--- src/rtl/lsu_tl_master_if.sv ---
// rtl/lsu_tl_master_if.sv - TileLink-UL/UH A/D channel bundle between an initiator and a slave
//
// A channel (master -> slave): a_valid, a_opcode, a_param, a_size, a_source,
//   a_address, a_mask, a_data, a_corrupt; a_ready flows back from the slave.
// D channel (slave -> master): d_valid, d_opcode, d_param, d_size, d_source,
//   d_sink, d_denied, d_data, d_corrupt; d_ready flows back from the master.
interface lsu_tl_master_if;
   logic        a_valid;
   logic        a_ready;
   logic [2:0]  a_opcode;
   logic [2:0]  a_param;
   logic [2:0]  a_size;
   logic [7:0]  a_source;
   logic [63:0] a_address;
   logic [7:0]  a_mask;
   logic [63:0] a_data;
   logic        a_corrupt;

   logic        d_valid;
   logic        d_ready;
   logic [2:0]  d_opcode;
   logic [1:0]  d_param;
   logic [2:0]  d_size;
   logic [7:0]  d_source;
   logic        d_sink;
   logic        d_denied;
   logic [63:0] d_data;
   logic        d_corrupt;

   modport master (
      output a_valid, a_opcode, a_param, a_size, a_source, a_address, a_mask, a_data, a_corrupt,
      input  a_ready,
      input  d_valid, d_opcode, d_param, d_size, d_source, d_sink, d_denied, d_data, d_corrupt,
      output d_ready
   );

   modport slave (
      input  a_valid, a_opcode, a_param, a_size, a_source, a_address, a_mask, a_data, a_corrupt,
      output a_ready,
      output d_valid, d_opcode, d_param, d_size, d_source, d_sink, d_denied, d_data, d_corrupt,
      input  d_ready
   );
endinterface

--- src/rtl/lsu_tl_master.sv ---
// rtl/lsu_tl_master.sv - single-outstanding TileLink initiator for LSU load/store/AMO requests
//
// Ports:
//   clk, rst        : clock, asynchronous active-high reset
//   i_req_*         : request from the LSU (valid/op/addr/size/signed/wdata), o_req_ready back
//   o_rsp_*         : response to the LSU (valid/data/err), i_rsp_ready back
//   bus             : TileLink master port (A channel + d_ready driven, D channel sampled)
//
// Request op encoding (i_req_op):
//   0 LOAD, 1 STORE, 2 AMO_ADD, 3 AMO_MIN, 4 AMO_MAX, 5 AMO_MINU, 6 AMO_MAXU,
//   7 AMO_SWAP, 8 AMO_XOR, 9 AMO_OR, 10 AMO_AND; other codes are issued as a Get.
module lsu_tl_master #(
   parameter int unsigned SOURCE_ID = 0,
   parameter int unsigned TIMEOUT   = 1024
) (
   input  logic        clk,
   input  logic        rst,
   input  logic        i_req_valid,
   output logic        o_req_ready,
   input  logic [3:0]  i_req_op,
   input  logic [63:0] i_req_addr,
   input  logic [1:0]  i_req_size,
   input  logic        i_req_signed,
   input  logic [63:0] i_req_wdata,
   output logic        o_rsp_valid,
   input  logic        i_rsp_ready,
   output logic [63:0] o_rsp_data,
   output logic        o_rsp_err,
   lsu_tl_master_if.master bus
);

   localparam logic [3:0] OP_LOAD     = 4'd0;
   localparam logic [3:0] OP_STORE    = 4'd1;
   localparam logic [3:0] OP_AMO_ADD  = 4'd2;
   localparam logic [3:0] OP_AMO_MIN  = 4'd3;
   localparam logic [3:0] OP_AMO_MAX  = 4'd4;
   localparam logic [3:0] OP_AMO_MINU = 4'd5;
   localparam logic [3:0] OP_AMO_MAXU = 4'd6;
   localparam logic [3:0] OP_AMO_SWAP = 4'd7;
   localparam logic [3:0] OP_AMO_XOR  = 4'd8;
   localparam logic [3:0] OP_AMO_OR   = 4'd9;
   localparam logic [3:0] OP_AMO_AND  = 4'd10;

   localparam logic [2:0] TL_PUT_F      = 3'd0;
   localparam logic [2:0] TL_PUT_P      = 3'd1;
   localparam logic [2:0] TL_ARITH_DATA = 3'd2;
   localparam logic [2:0] TL_LOGIC_DATA = 3'd3;
   localparam logic [2:0] TL_GET        = 3'd4;

   localparam logic [2:0] TL_ACCESS_ACK      = 3'd0;
   localparam logic [2:0] TL_ACCESS_ACK_DATA = 3'd1;

   localparam logic [2:0] TL_PARAM_MIN  = 3'd0;
   localparam logic [2:0] TL_PARAM_MAX  = 3'd1;
   localparam logic [2:0] TL_PARAM_MINU = 3'd2;
   localparam logic [2:0] TL_PARAM_MAXU = 3'd3;
   localparam logic [2:0] TL_PARAM_ADD  = 3'd4;
   localparam logic [2:0] TL_PARAM_XOR  = 3'd0;
   localparam logic [2:0] TL_PARAM_OR   = 3'd1;
   localparam logic [2:0] TL_PARAM_AND  = 3'd2;
   localparam logic [2:0] TL_PARAM_SWAP = 3'd3;

   typedef enum logic [1:0] {S_IDLE, S_REQ, S_WAIT, S_RSP} state_t;

   state_t      r_state;
   state_t      w_state_nx;

   // Request context kept for response extraction.
   logic        r_is_put;
   logic        r_is_amo;
   logic        r_signed;
   logic [1:0]  r_size;
   logic [2:0]  r_addr_lo;

   // Registered A-channel fields.
   logic [2:0]  r_a_opcode;
   logic [2:0]  r_a_param;
   logic [2:0]  r_a_size;
   logic [7:0]  r_a_source;
   logic [63:0] r_a_address;
   logic [7:0]  r_a_mask;
   logic [63:0] r_a_data;

   logic [63:0] r_rsp_data;
   logic        r_rsp_err;
   logic [31:0] r_cnt;

   logic [2:0]  w_a_opcode;
   logic [2:0]  w_a_param;
   logic [7:0]  w_a_mask;
   logic [2:0]  w_align_mask;
   logic        w_misaligned;
   logic        w_d_hit;
   logic        w_timeout;
   logic [63:0] w_d_shift;
   logic        w_sext;
   logic [63:0] w_d_ext;
   logic [63:0] w_rsp_data;
   logic        w_opc_ok;
   logic        w_req_ready;
   logic        w_a_valid;
   logic        w_d_ready;
   logic        w_rsp_valid;
   logic        w_unused_d;

   // D-channel fields the initiator does not act on; d_denied is deliberately ignored.
   assign w_unused_d = ^{bus.d_param, bus.d_size, bus.d_sink, bus.d_denied, bus.d_corrupt};

   // Opcode/param mapping for the incoming request.
   always_comb begin
      w_a_opcode = TL_GET;
      w_a_param  = 3'd0;
      case (i_req_op)
         OP_LOAD:     w_a_opcode = TL_GET;
         OP_STORE:    w_a_opcode = (i_req_size == 2'd3) ? TL_PUT_F : TL_PUT_P;
         OP_AMO_ADD:  begin w_a_opcode = TL_ARITH_DATA; w_a_param = TL_PARAM_ADD;  end
         OP_AMO_MIN:  begin w_a_opcode = TL_ARITH_DATA; w_a_param = TL_PARAM_MIN;  end
         OP_AMO_MAX:  begin w_a_opcode = TL_ARITH_DATA; w_a_param = TL_PARAM_MAX;  end
         OP_AMO_MINU: begin w_a_opcode = TL_ARITH_DATA; w_a_param = TL_PARAM_MINU; end
         OP_AMO_MAXU: begin w_a_opcode = TL_ARITH_DATA; w_a_param = TL_PARAM_MAXU; end
         OP_AMO_SWAP: begin w_a_opcode = TL_LOGIC_DATA; w_a_param = TL_PARAM_SWAP; end
         OP_AMO_XOR:  begin w_a_opcode = TL_LOGIC_DATA; w_a_param = TL_PARAM_XOR;  end
         OP_AMO_OR:   begin w_a_opcode = TL_LOGIC_DATA; w_a_param = TL_PARAM_OR;   end
         OP_AMO_AND:  begin w_a_opcode = TL_LOGIC_DATA; w_a_param = TL_PARAM_AND;  end
         default:     ;
      endcase
   end

   // Right-aligned byte mask and the low-address bits that must be zero for alignment.
   always_comb begin
      w_a_mask     = 8'hFF;
      w_align_mask = 3'b111;
      case (i_req_size)
         2'd0:    begin w_a_mask = 8'h01; w_align_mask = 3'b000; end
         2'd1:    begin w_a_mask = 8'h03; w_align_mask = 3'b001; end
         2'd2:    begin w_a_mask = 8'h0F; w_align_mask = 3'b011; end
         default: begin w_a_mask = 8'hFF; w_align_mask = 3'b111; end
      endcase
   end

   assign w_misaligned = (i_req_addr[2:0] & w_align_mask) != 3'b000;
   assign w_d_hit      = bus.d_valid && (bus.d_source == 8'(SOURCE_ID));
   assign w_timeout    = (32'(TIMEOUT) != 32'd0) && (r_cnt == 32'(TIMEOUT) - 32'd1);

   // Pull the addressed lane down to bit 0, then truncate and extend. AMOs always
   // sign-extend so that .W results match RV64 register semantics.
   assign w_d_shift = bus.d_data >> {r_addr_lo, 3'b000};
   assign w_sext    = r_is_amo | r_signed;

   always_comb begin
      w_d_ext = w_d_shift;
      case (r_size)
         2'd0:    w_d_ext = {{56{w_sext & w_d_shift[7]}},  w_d_shift[7:0]};
         2'd1:    w_d_ext = {{48{w_sext & w_d_shift[15]}}, w_d_shift[15:0]};
         2'd2:    w_d_ext = {{32{w_sext & w_d_shift[31]}}, w_d_shift[31:0]};
         default: w_d_ext = w_d_shift;
      endcase
   end

   assign w_rsp_data = r_is_put ? 64'd0 : w_d_ext;
   assign w_opc_ok   = bus.d_opcode == (r_is_put ? TL_ACCESS_ACK : TL_ACCESS_ACK_DATA);

   // State register.
   always_ff @(posedge clk or posedge rst) begin
      if (rst) begin
         r_state <= S_IDLE;
      end else begin
         r_state <= w_state_nx;
      end
   end

   // Next state and state-decoded handshake outputs.
   always_comb begin
      w_state_nx  = r_state;
      w_req_ready = 1'b0;
      w_a_valid   = 1'b0;
      w_d_ready   = 1'b0;
      w_rsp_valid = 1'b0;
      case (r_state)
         S_IDLE: begin
            w_req_ready = 1'b1;
            if (i_req_valid) begin
               w_state_nx = w_misaligned ? S_RSP : S_REQ;
            end
         end
         S_REQ: begin
            w_a_valid = 1'b1;
            if (bus.a_ready) begin
               w_state_nx = S_WAIT;
            end
         end
         S_WAIT: begin
            w_d_ready = 1'b1;
            if (w_d_hit || w_timeout) begin
               w_state_nx = S_RSP;
            end
         end
         S_RSP: begin
            w_rsp_valid = 1'b1;
            if (i_rsp_ready) begin
               w_state_nx = S_IDLE;
            end
         end
         default: w_state_nx = S_IDLE;
      endcase
   end

   // Datapath registers.
   always_ff @(posedge clk or posedge rst) begin
      if (rst) begin
         r_is_put    <= 1'b0;
         r_is_amo    <= 1'b0;
         r_signed    <= 1'b0;
         r_size      <= 2'd0;
         r_addr_lo   <= 3'd0;
         r_a_opcode  <= 3'd0;
         r_a_param   <= 3'd0;
         r_a_size    <= 3'd0;
         r_a_source  <= 8'd0;
         r_a_address <= 64'd0;
         r_a_mask    <= 8'd0;
         r_a_data    <= 64'd0;
         r_rsp_data  <= 64'd0;
         r_rsp_err   <= 1'b0;
         r_cnt       <= 32'd0;
      end else begin
         case (r_state)
            S_IDLE: begin
               if (i_req_valid) begin
                  r_is_put    <= i_req_op == OP_STORE;
                  r_is_amo    <= (i_req_op >= OP_AMO_ADD) && (i_req_op <= OP_AMO_AND);
                  r_signed    <= i_req_signed;
                  r_size      <= i_req_size;
                  r_addr_lo   <= i_req_addr[2:0];
                  r_a_opcode  <= w_a_opcode;
                  r_a_param   <= w_a_param;
                  r_a_size    <= {1'b0, i_req_size};
                  r_a_source  <= 8'(SOURCE_ID);
                  r_a_address <= i_req_addr;
                  r_a_mask    <= w_a_mask;
                  r_a_data    <= i_req_wdata;
                  if (w_misaligned) begin
                     r_rsp_data <= 64'd0;
                     r_rsp_err  <= 1'b1;
                  end
               end
            end
            S_REQ: begin
               r_cnt <= 32'd0;
            end
            S_WAIT: begin
               r_cnt <= r_cnt + 32'd1;
               if (w_d_hit) begin
                  // Opcode mismatch still returns the data, flagged as an error.
                  r_rsp_data <= w_rsp_data;
                  r_rsp_err  <= !w_opc_ok;
               end else if (w_timeout) begin
                  r_rsp_data <= 64'd0;
                  r_rsp_err  <= 1'b1;
               end
            end
            default: ;
         endcase
      end
   end

   assign o_req_ready   = w_req_ready;
   assign o_rsp_valid   = w_rsp_valid;
   assign o_rsp_data    = r_rsp_data;
   assign o_rsp_err     = r_rsp_err;

   assign bus.a_valid   = w_a_valid;
   assign bus.a_opcode  = r_a_opcode;
   assign bus.a_param   = r_a_param;
   assign bus.a_size    = r_a_size;
   assign bus.a_source  = r_a_source;
   assign bus.a_address = r_a_address;
   assign bus.a_mask    = r_a_mask;
   assign bus.a_data    = r_a_data;
   assign bus.a_corrupt = 1'b0;
   assign bus.d_ready   = w_d_ready;

endmodule

--- src/flat_wrapper.sv ---
// flat-port wrapper written by rule: the top's interface ports become plain ports
module lsu_tl_master_flat 
#(
   parameter int unsigned SOURCE_ID = 0,
   parameter int unsigned TIMEOUT   = 1024
)
  (clk, rst, i_req_valid, o_req_ready, i_req_op, i_req_addr, i_req_size, i_req_signed, i_req_wdata, o_rsp_valid, i_rsp_ready, o_rsp_data, o_rsp_err, bus_a_valid, bus_a_opcode, bus_a_param, bus_a_size, bus_a_source, bus_a_address, bus_a_mask, bus_a_data, bus_a_corrupt, bus_a_ready, bus_d_valid, bus_d_opcode, bus_d_param, bus_d_size, bus_d_source, bus_d_sink, bus_d_denied, bus_d_data, bus_d_corrupt, bus_d_ready);
  lsu_tl_master_if bus_i ();
  input  logic clk;
  input  logic rst;
  input  logic i_req_valid;
  output logic o_req_ready;
  input  logic [3:0] i_req_op;
  input  logic [63:0] i_req_addr;
  input  logic [1:0] i_req_size;
  input  logic i_req_signed;
  input  logic [63:0] i_req_wdata;
  output logic o_rsp_valid;
  input  logic i_rsp_ready;
  output logic [63:0] o_rsp_data;
  output logic o_rsp_err;
  output wire logic [$bits(bus_i.a_valid)-1:0] bus_a_valid;
  output wire logic [$bits(bus_i.a_opcode)-1:0] bus_a_opcode;
  output wire logic [$bits(bus_i.a_param)-1:0] bus_a_param;
  output wire logic [$bits(bus_i.a_size)-1:0] bus_a_size;
  output wire logic [$bits(bus_i.a_source)-1:0] bus_a_source;
  output wire logic [$bits(bus_i.a_address)-1:0] bus_a_address;
  output wire logic [$bits(bus_i.a_mask)-1:0] bus_a_mask;
  output wire logic [$bits(bus_i.a_data)-1:0] bus_a_data;
  output wire logic [$bits(bus_i.a_corrupt)-1:0] bus_a_corrupt;
  input wire logic [$bits(bus_i.a_ready)-1:0] bus_a_ready;
  input wire logic [$bits(bus_i.d_valid)-1:0] bus_d_valid;
  input wire logic [$bits(bus_i.d_opcode)-1:0] bus_d_opcode;
  input wire logic [$bits(bus_i.d_param)-1:0] bus_d_param;
  input wire logic [$bits(bus_i.d_size)-1:0] bus_d_size;
  input wire logic [$bits(bus_i.d_source)-1:0] bus_d_source;
  input wire logic [$bits(bus_i.d_sink)-1:0] bus_d_sink;
  input wire logic [$bits(bus_i.d_denied)-1:0] bus_d_denied;
  input wire logic [$bits(bus_i.d_data)-1:0] bus_d_data;
  input wire logic [$bits(bus_i.d_corrupt)-1:0] bus_d_corrupt;
  output wire logic [$bits(bus_i.d_ready)-1:0] bus_d_ready;
  assign bus_a_valid = bus_i.a_valid;
  assign bus_a_opcode = bus_i.a_opcode;
  assign bus_a_param = bus_i.a_param;
  assign bus_a_size = bus_i.a_size;
  assign bus_a_source = bus_i.a_source;
  assign bus_a_address = bus_i.a_address;
  assign bus_a_mask = bus_i.a_mask;
  assign bus_a_data = bus_i.a_data;
  assign bus_a_corrupt = bus_i.a_corrupt;
  assign bus_i.a_ready = bus_a_ready;
  assign bus_i.d_valid = bus_d_valid;
  assign bus_i.d_opcode = bus_d_opcode;
  assign bus_i.d_param = bus_d_param;
  assign bus_i.d_size = bus_d_size;
  assign bus_i.d_source = bus_d_source;
  assign bus_i.d_sink = bus_d_sink;
  assign bus_i.d_denied = bus_d_denied;
  assign bus_i.d_data = bus_d_data;
  assign bus_i.d_corrupt = bus_d_corrupt;
  assign bus_d_ready = bus_i.d_ready;
  lsu_tl_master #(.SOURCE_ID(SOURCE_ID), .TIMEOUT(TIMEOUT)) u_core (.clk(clk), .rst(rst), .i_req_valid(i_req_valid), .o_req_ready(o_req_ready), .i_req_op(i_req_op), .i_req_addr(i_req_addr), .i_req_size(i_req_size), .i_req_signed(i_req_signed), .i_req_wdata(i_req_wdata), .o_rsp_valid(o_rsp_valid), .i_rsp_ready(i_rsp_ready), .o_rsp_data(o_rsp_data), .o_rsp_err(o_rsp_err), .bus(bus_i));
endmodule
--- config.mk ---
export PLATFORM = sky130hd
export DESIGN_NAME = lsu_tl_master_flat
export DESIGN_NICKNAME = d
export VERILOG_FILES = /design/src/rtl/lsu_tl_master_if.sv /design/src/rtl/lsu_tl_master.sv /design/src/flat_wrapper.sv
export SDC_FILE = /design/constraint.sdc
export NUM_CORES = 1
export LEC_CHECK = 0
export BUFFER_PORTS_ARGS = -buffer_cell sky130_fd_sc_hd__clkbuf_2
export CAP_MARGIN = 20
export CELL_PAD_IN_SITES_DETAIL_PLACEMENT = 2
export CELL_PAD_IN_SITES_GLOBAL_PLACEMENT = 2
export CORE_MARGIN = 2
export CORE_UTILIZATION = 30
export DETAILED_ROUTE_END_ITERATION = 8
export PLACE_DENSITY = 0.81
export SLEW_MARGIN = 25
export SYNTH_ARGS = -nofsm -noshare
export SYNTH_HDL_FRONTEND = slang
export SYNTH_SLANG_ARGS = --single-unit
--- constraint.sdc ---
create_clock -name clk -period 11.9 [get_ports clk]
set_clock_uncertainty 0.1 [all_clocks]
set_input_delay 0.595 -clock clk [delete_from_list [all_inputs] [get_ports clk]]
set_output_delay 0.595 -clock clk [all_outputs]
set_load 0.02 [all_outputs]
[Yosys cells after proc, flatten, opt, wreduce, memory -nomap -nowiden]
Cells that the tools add are included.
Word-level totals
  register bits: 249
  bits of input ports: 224
  output and inout port bits: 223
  word-level logic and storage cells: 97
Operators by class
  add/subtract/negate cells: 1
  $lt $le $gt $ge: 2
  equality and inequality tests: 26
  shifts and indexed selects: 1
  mux-type cells: 29
  bitwise logic cells: 5
  reduce and logical (&&, ||, !) cells: 19
Operators with widths (count)
  two-way mux 64 bit: 5
  one-hot mux 64 bit (3 select lines): 1
  one-hot mux 64 bit (2 select lines): 1
  one-hot mux 32 bit (2 select lines): 1
  >> shifter 64 x 6 -> 64 bit: 1
  adder 32 x 1 -> 32 bit (second input constant): 1
  equality test 32 x 10 -> 1 bit (second input constant): 1
  one-hot mux 8 bit (3 select lines): 1
  one-hot mux 3 bit (3 select lines): 2
  equality test 4 x 3 -> 1 bit (second input constant): 4
  equality test 4 bit (second input constant): 3
  one-hot mux 3 bit (4 select lines): 1
  equality test 2 bit (second input constant): 5
  two-way mux 1 bit: 10
  two-way mux 2 bit: 5
  equality test 4 x 2 -> 1 bit (second input constant): 2
  zero test 8 bit: 1
  one-hot mux 2 bit (4 select lines): 1
  AND reduction 4 bit: 2
  equality test 2 x 1 -> 1 bit (second input constant): 3
  zero test 2 bit: 3
  != test 2 bit (second input constant): 3
  OR reduction 2 bit: 3
  OR reduction 5 bit: 1
  other kinds (17): 22

[Depth between registers and ports, before layout]
  word-level depth: 7
  depth in mapped cells: 9
  mapped depth without buffers: 8

[Worst setup path before layout]
Ideal clock, no wire load.
  kind: register to register
  start point: register, netlist name u_core.bus.a_address[1]
  end point: register u_core.r_rsp_data[32] (netlist: u_core.o_rsp_data[32])
  data arrival time: 2394 ps
  required time: 11734 ps
  setup slack: 9340 ps
  cell stages (with the launch flop): 10
  buffers on the path: 3
  period minus slack after synthesis: 2560 ps
  cells stage by stage: dfrtp_1 > buf_6 > mux2i_1 > mux4_2 > or4_1 > buf_2 > o41ai_4 > o21a_4 > buf_6 > a22o_1
RTL lines
  to (signal assigned): line lsu_tl_master.sv:255  | r_rsp_data <= w_rsp_data;
  to (decl): line lsu_tl_master.sv:84  | logic [63:0] r_rsp_data;

==> metrics list <==
- The run finished with clean final reports.
- Met3 usage: 6.272%
- Top cell type's share of synthesized area: 51.38%
- At the end of routability-driven placement, the weighted congestion stood at 0.8427.
- Drt first-iter violations: 576
- In this run the cell area of the synthesized design comes to 11790 sq um.
- Global routing used 24.17% of the available tracks.
* CP Class: reg -> reg
- Initial standard-cell utilization of the core: 30.43%
- Along the worst path, the maximum fanout reaches 78.
- Post-Place Worst Slack: 8447 ps
* # Post-CTS Setup Buffers: 0
- Headroom to the max-slew limit came out at 33.76%.
* Reg-to-reg setup timing slack: 8440 ps
- Dividing total power by cell area gives a power density of 255.2 nW/um^2.
- For met1 alone, demand over resource in global routing was 28.19%.
- The floorplan step defined a die boundary enclosing 40890 sq um.
- Half-perimeter wire length after placement: 37.00 mm
* Number of clock sinks: 242
- The tightest min-delay check is of the in -> async type.
- Global-route wire length before repair: 76.86 mm
- Register clock-pin slew on the reported worst setup and hold paths: 60 ps
- After detailed routing, the number of vias per cell comes to 5.059.
- Across all setup checks in the final design, the least slack found is 8440 ps.
* Count of unique library cells instantiated by Yosys: 48
* Overall power of the completed layout: 3.891 mW
- For this design, the slowest cell found on the critical path is sky130_fd_sc_hd__or4_1.
- Grouping stages by cell kind, the critical path spends the most delay in buffers and inverters.
- GRT Max-Usage Layer: met2
- Measured along the y axis, the die boundary spans 202.2 um.
- TritonCTS built the clock tree.
- Worst path arrival time: 3840 ps
- Wires add up to 49.89 mm.
- The number of buffers and inverters on the critical path is 2.
* Count of input and output buffers: 428
- The floorplan has 72 rows.
* Nets: 1943
- sky130_fd_sc_hd__dfrtp_1 takes more of the synthesized area than any other cell.
* Hold Fails Final Rpt: 0
- Delay of the slowest critical-path stage: 690 ps
- For the pin with the worst max-slew slack, the measured transition is 993.6 ps.
- Cells with a size suffix above 1 make up 30.49% of the layout.
- #FFs+latches synth: 242
* Via count of the first global-routing pass: 12783
- Final period util: 29.08%
* Final design area excluding fillers: 15240 sq um
- Number of synthesis warnings: 0
* Setup Total Neg Slack: 0 ps
- Maximum buffer depth of the clock tree: 3
- Initial antenna violation count: 10
- Layout Area Growth over Synthesis: 29.34%
- The critical path goes through buf_4 -> inv_2 -> mux4_2 -> or4_1 -> o41ai_4 -> o21a_4 -> a22o_1.
* Routed length per instance: 22.10 um
* Worst path required time: 12280 ps
- # IOs: 447
* Main area contributors after synthesis: sky130_fd_sc_hd__dfrtp_1, sky130_fd_sc_hd__nand2_1, sky130_fd_sc_hd__mux2i_1
- Drc violations: 0
- The worst setup path is launched from a flip-flop.
- The tree is rooted in a sky130_fd_sc_hd__clkbuf_16.
- Before antenna repair, the detailed router went through 5 iterations.
- Count of antenna-violating nets left after detailed routing: 0
- Maximum number of pins on one net before global-route repair: 126
- Among all flip-flop cells after synthesis, the most frequent one is sky130_fd_sc_hd__dfrtp_1.
* Critical Path Sink Type: flip-flop
* GR met2 Demand/Resource: 42.59%
- Hold repair after CTS inserted 0 buffers.
- Setup violations remaining at the end of the flow were counted as 0.
- Avg Inst Size Synth: 8.829 sq um
- Largest vdd supply drop: 0.1323 mV
* Share of synthesized flip-flops with an asynchronous set or reset: 100.0%
- Unrepaired setup endpoints after global routing: no
* Global route overflow: 0
- Filler cell count: 4409
- Area of the core: 38740 sq um
- CTS built an H-tree with a depth of 1.
- Summing all placed instances gives a cell area of 14260 sq um.
* Number of instances resized during post-cts repair: 0
- Number of CTS-inserted buffers: 29
- For this design the static power due to leakage is 8.055 nW.
- The worst path needs 3460 ps of the cycle, external delays included.
* Maximum Capacitance Violations: 0
- Clock latency on the worst-skew pair: 550 ps
- Post-synth EDFFs: 0
- Static timing analysis puts the maximum clock frequency at 0.2890 GHz.
- Die Span X: 202.2 um
- Via count: 11423
- The number of pins exceeding their max-slew limit in the final report was 0.
- Syn Inst Count: 1335
- After synthesis, flip-flops and latches occupy 51.38% of the total area.
-- layout make-up --
class | count | area, sq um | share of cell area [%]
Antenna cell | 5 | 12.51 | 0.08207
Clock buffer | 43 | 848.3 | 5.565
Clock inverter | 9 | 103.9 | 0.6812
Inverter | 30 | 120.1 | 0.7879
Multi-Input combinational cell | 973 | 5229 | 34.30
Sequential cell | 242 | 6062 | 39.77
Tap cell | 518 | 648.1 | 4.251
Timing Repair Buffer | 438 | 2221 | 14.57
-- cells in the mapped netlist, drive strengths merged, types with 2 or more instances --
master,number
nand2,481
a22o,39
nand3,19
nor4,7
nor2,54
o221ai,2
xor2,11
nor3,11
o211ai,2
a31oi,3
and4,3
ha,5
xnor2,9
a31o,2
o31ai,10
or3,6
mux2i,48
a211oi,8
mux2,22
or4,2
clkbuf,68
o21ai,94
a22oi,2
a21o,9
nor2b,7
and2,3
nand2b,6
nand4,13
and3,5
o22ai,8
a21oi,58
mux4,8
inv,30
dfrtp,242
buf,31
-- layout by cell type (no fill, tap or decap), types with 3 or more instances in the layout --
| cell type | Yosys | routed |
|---|---|---|
| sky130_fd_sc_hd__a22o_1 | 39 | 39 |
| sky130_fd_sc_hd__and3_1 | 5 | 5 |
| sky130_fd_sc_hd__a21o_1 | 9 | 9 |
| sky130_fd_sc_hd__nor2_1 | 54 | 54 |
| sky130_fd_sc_hd__and4_1 | 3 | 3 |
| sky130_fd_sc_hd__clkbuf_8 | 0 | 7 |
| sky130_fd_sc_hd__clkinv_2 | 0 | 4 |
| sky130_fd_sc_hd__xnor2_1 | 9 | 9 |
| sky130_fd_sc_hd__ha_1 | 5 | 5 |
| sky130_fd_sc_hd__mux2_2 | 22 | 22 |
| sky130_fd_sc_hd__xor2_1 | 11 | 11 |
| sky130_fd_sc_hd__nor2b_1 | 7 | 6 |
| sky130_fd_sc_hd__a31oi_1 | 3 | 3 |
| sky130_fd_sc_hd__diode_2 | 0 | 5 |
| sky130_fd_sc_hd__a211oi_1 | 8 | 8 |
| sky130_fd_sc_hd__mux2i_1 | 48 | 48 |
| sky130_fd_sc_hd__mux4_2 | 8 | 8 |
| sky130_fd_sc_hd__nand2_1 | 481 | 480 |
| sky130_fd_sc_hd__buf_4 | 15 | 9 |
| sky130_fd_sc_hd__or3_1 | 6 | 6 |
| sky130_fd_sc_hd__nand3_1 | 19 | 19 |
| sky130_fd_sc_hd__conb_1 | 1 | 10 |
| sky130_fd_sc_hd__nor4_1 | 7 | 7 |
| sky130_fd_sc_hd__nor3_1 | 11 | 9 |
| sky130_fd_sc_hd__o22ai_1 | 8 | 8 |
| sky130_fd_sc_hd__nand4_1 | 13 | 13 |
| sky130_fd_sc_hd__clkbuf_16 | 0 | 29 |
| sky130_fd_sc_hd__o31ai_1 | 10 | 10 |
| sky130_fd_sc_hd__clkbuf_2 | 0 | 428 |
| sky130_fd_sc_hd__dfrtp_1 | 242 | 239 |
| sky130_fd_sc_hd__inv_1 | 29 | 28 |
| sky130_fd_sc_hd__clkbuf_1 | 68 | 7 |
| sky130_fd_sc_hd__o21ai_0 | 92 | 92 |
| sky130_fd_sc_hd__a21oi_1 | 58 | 58 |
| sky130_fd_sc_hd__nand2b_1 | 6 | 6 |
-- routing by layer --
| metal | routed length [um] | vias up |
|---|---|---|
| met1 | 19490 | 5768 |
| met3 | 3478 | 90 |
| met2 | 25160 | 363 |
| met5 | 53 | - |
| li1 | - | 5192 |
| met4 | 1705 | 10 |
-- sequential cells by signal, summed over array words and instances (netlist names) --
register / count
u_core.bus.a_opcode: 3
u_core.bus.a_param: 3
u_core.o_rsp_err: 1
u_core.o_rsp_data: 64
u_core.r_cnt: 32
u_core.bus.a_mask: 4
u_core.bus.a_address: 64
u_core.r_signed: 1
u_core.r_state: 2
u_core.r_size: 2
u_core.r_is_put: 1
u_core.r_is_amo: 1
u_core.bus.a_data: 64
-- path summary, 6_finish.rpt --
kind,cells after the start,start,endpoint
worst max register to register,7,u_core.bus.a_address[0],u_core.o_rsp_data[53]
worst min register to register,2,u_core.bus.a_address[5],u_core.bus.a_address[5]
min in group clk,3,i_req_wdata[23],u_core.bus.a_data[23]
worst max-delay path,7,u_core.bus.a_address[0],u_core.o_rsp_data[53]
worst min-delay path,2,rst,u_core.bus.a_address[5]
max in group asynchronous,4,rst,u_core.bus.a_data[48]
-- where the power goes --
group          switching [mW]  internal, mW
clock                   0.365         0.533
sequential              0.187          1.05
combinational            1.22         0.532
-- logic make-up (layout without fill, tap and decap cells) --
logic type | Yosys count | in the layout | share of synthesized area [%]
multiplexers | 78 | 78 | 7.707
buffers and inverters | 129 | 520 | 4.830
AND/OR/NAND/NOR | 618 | 618 | 21.21
other | 1 | 15 | 0.03182
XOR/XNOR | 20 | 20 | 1.486
adder cells (fa/ha/maj) | 5 | 5 | 0.5308
AO/OA/AOI/OAI | 242 | 242 | 12.82
flip-flops | 242 | 242 | 51.38
-- stage by stage --
| stage | cells | utilization, % | hold WS (ps) |
|---|---|---|---|
| 2_1_floorplan | 1344 | - | 346.4 |
| 3_3_place_gp | 2200 | 36.79 | 349.5 |
| 3_5_place_dp | 2201 | 36.81 | 356.7 |
| 4_1_cts | 2253 | 39.27 | 100.5 |
| 5_1_grt | 2258 | 39.35 | 122.8 |
| 6_report | 2258 | 39.35 | 83.85 |
No activity file was read; power rests on OpenSTA's default activity.
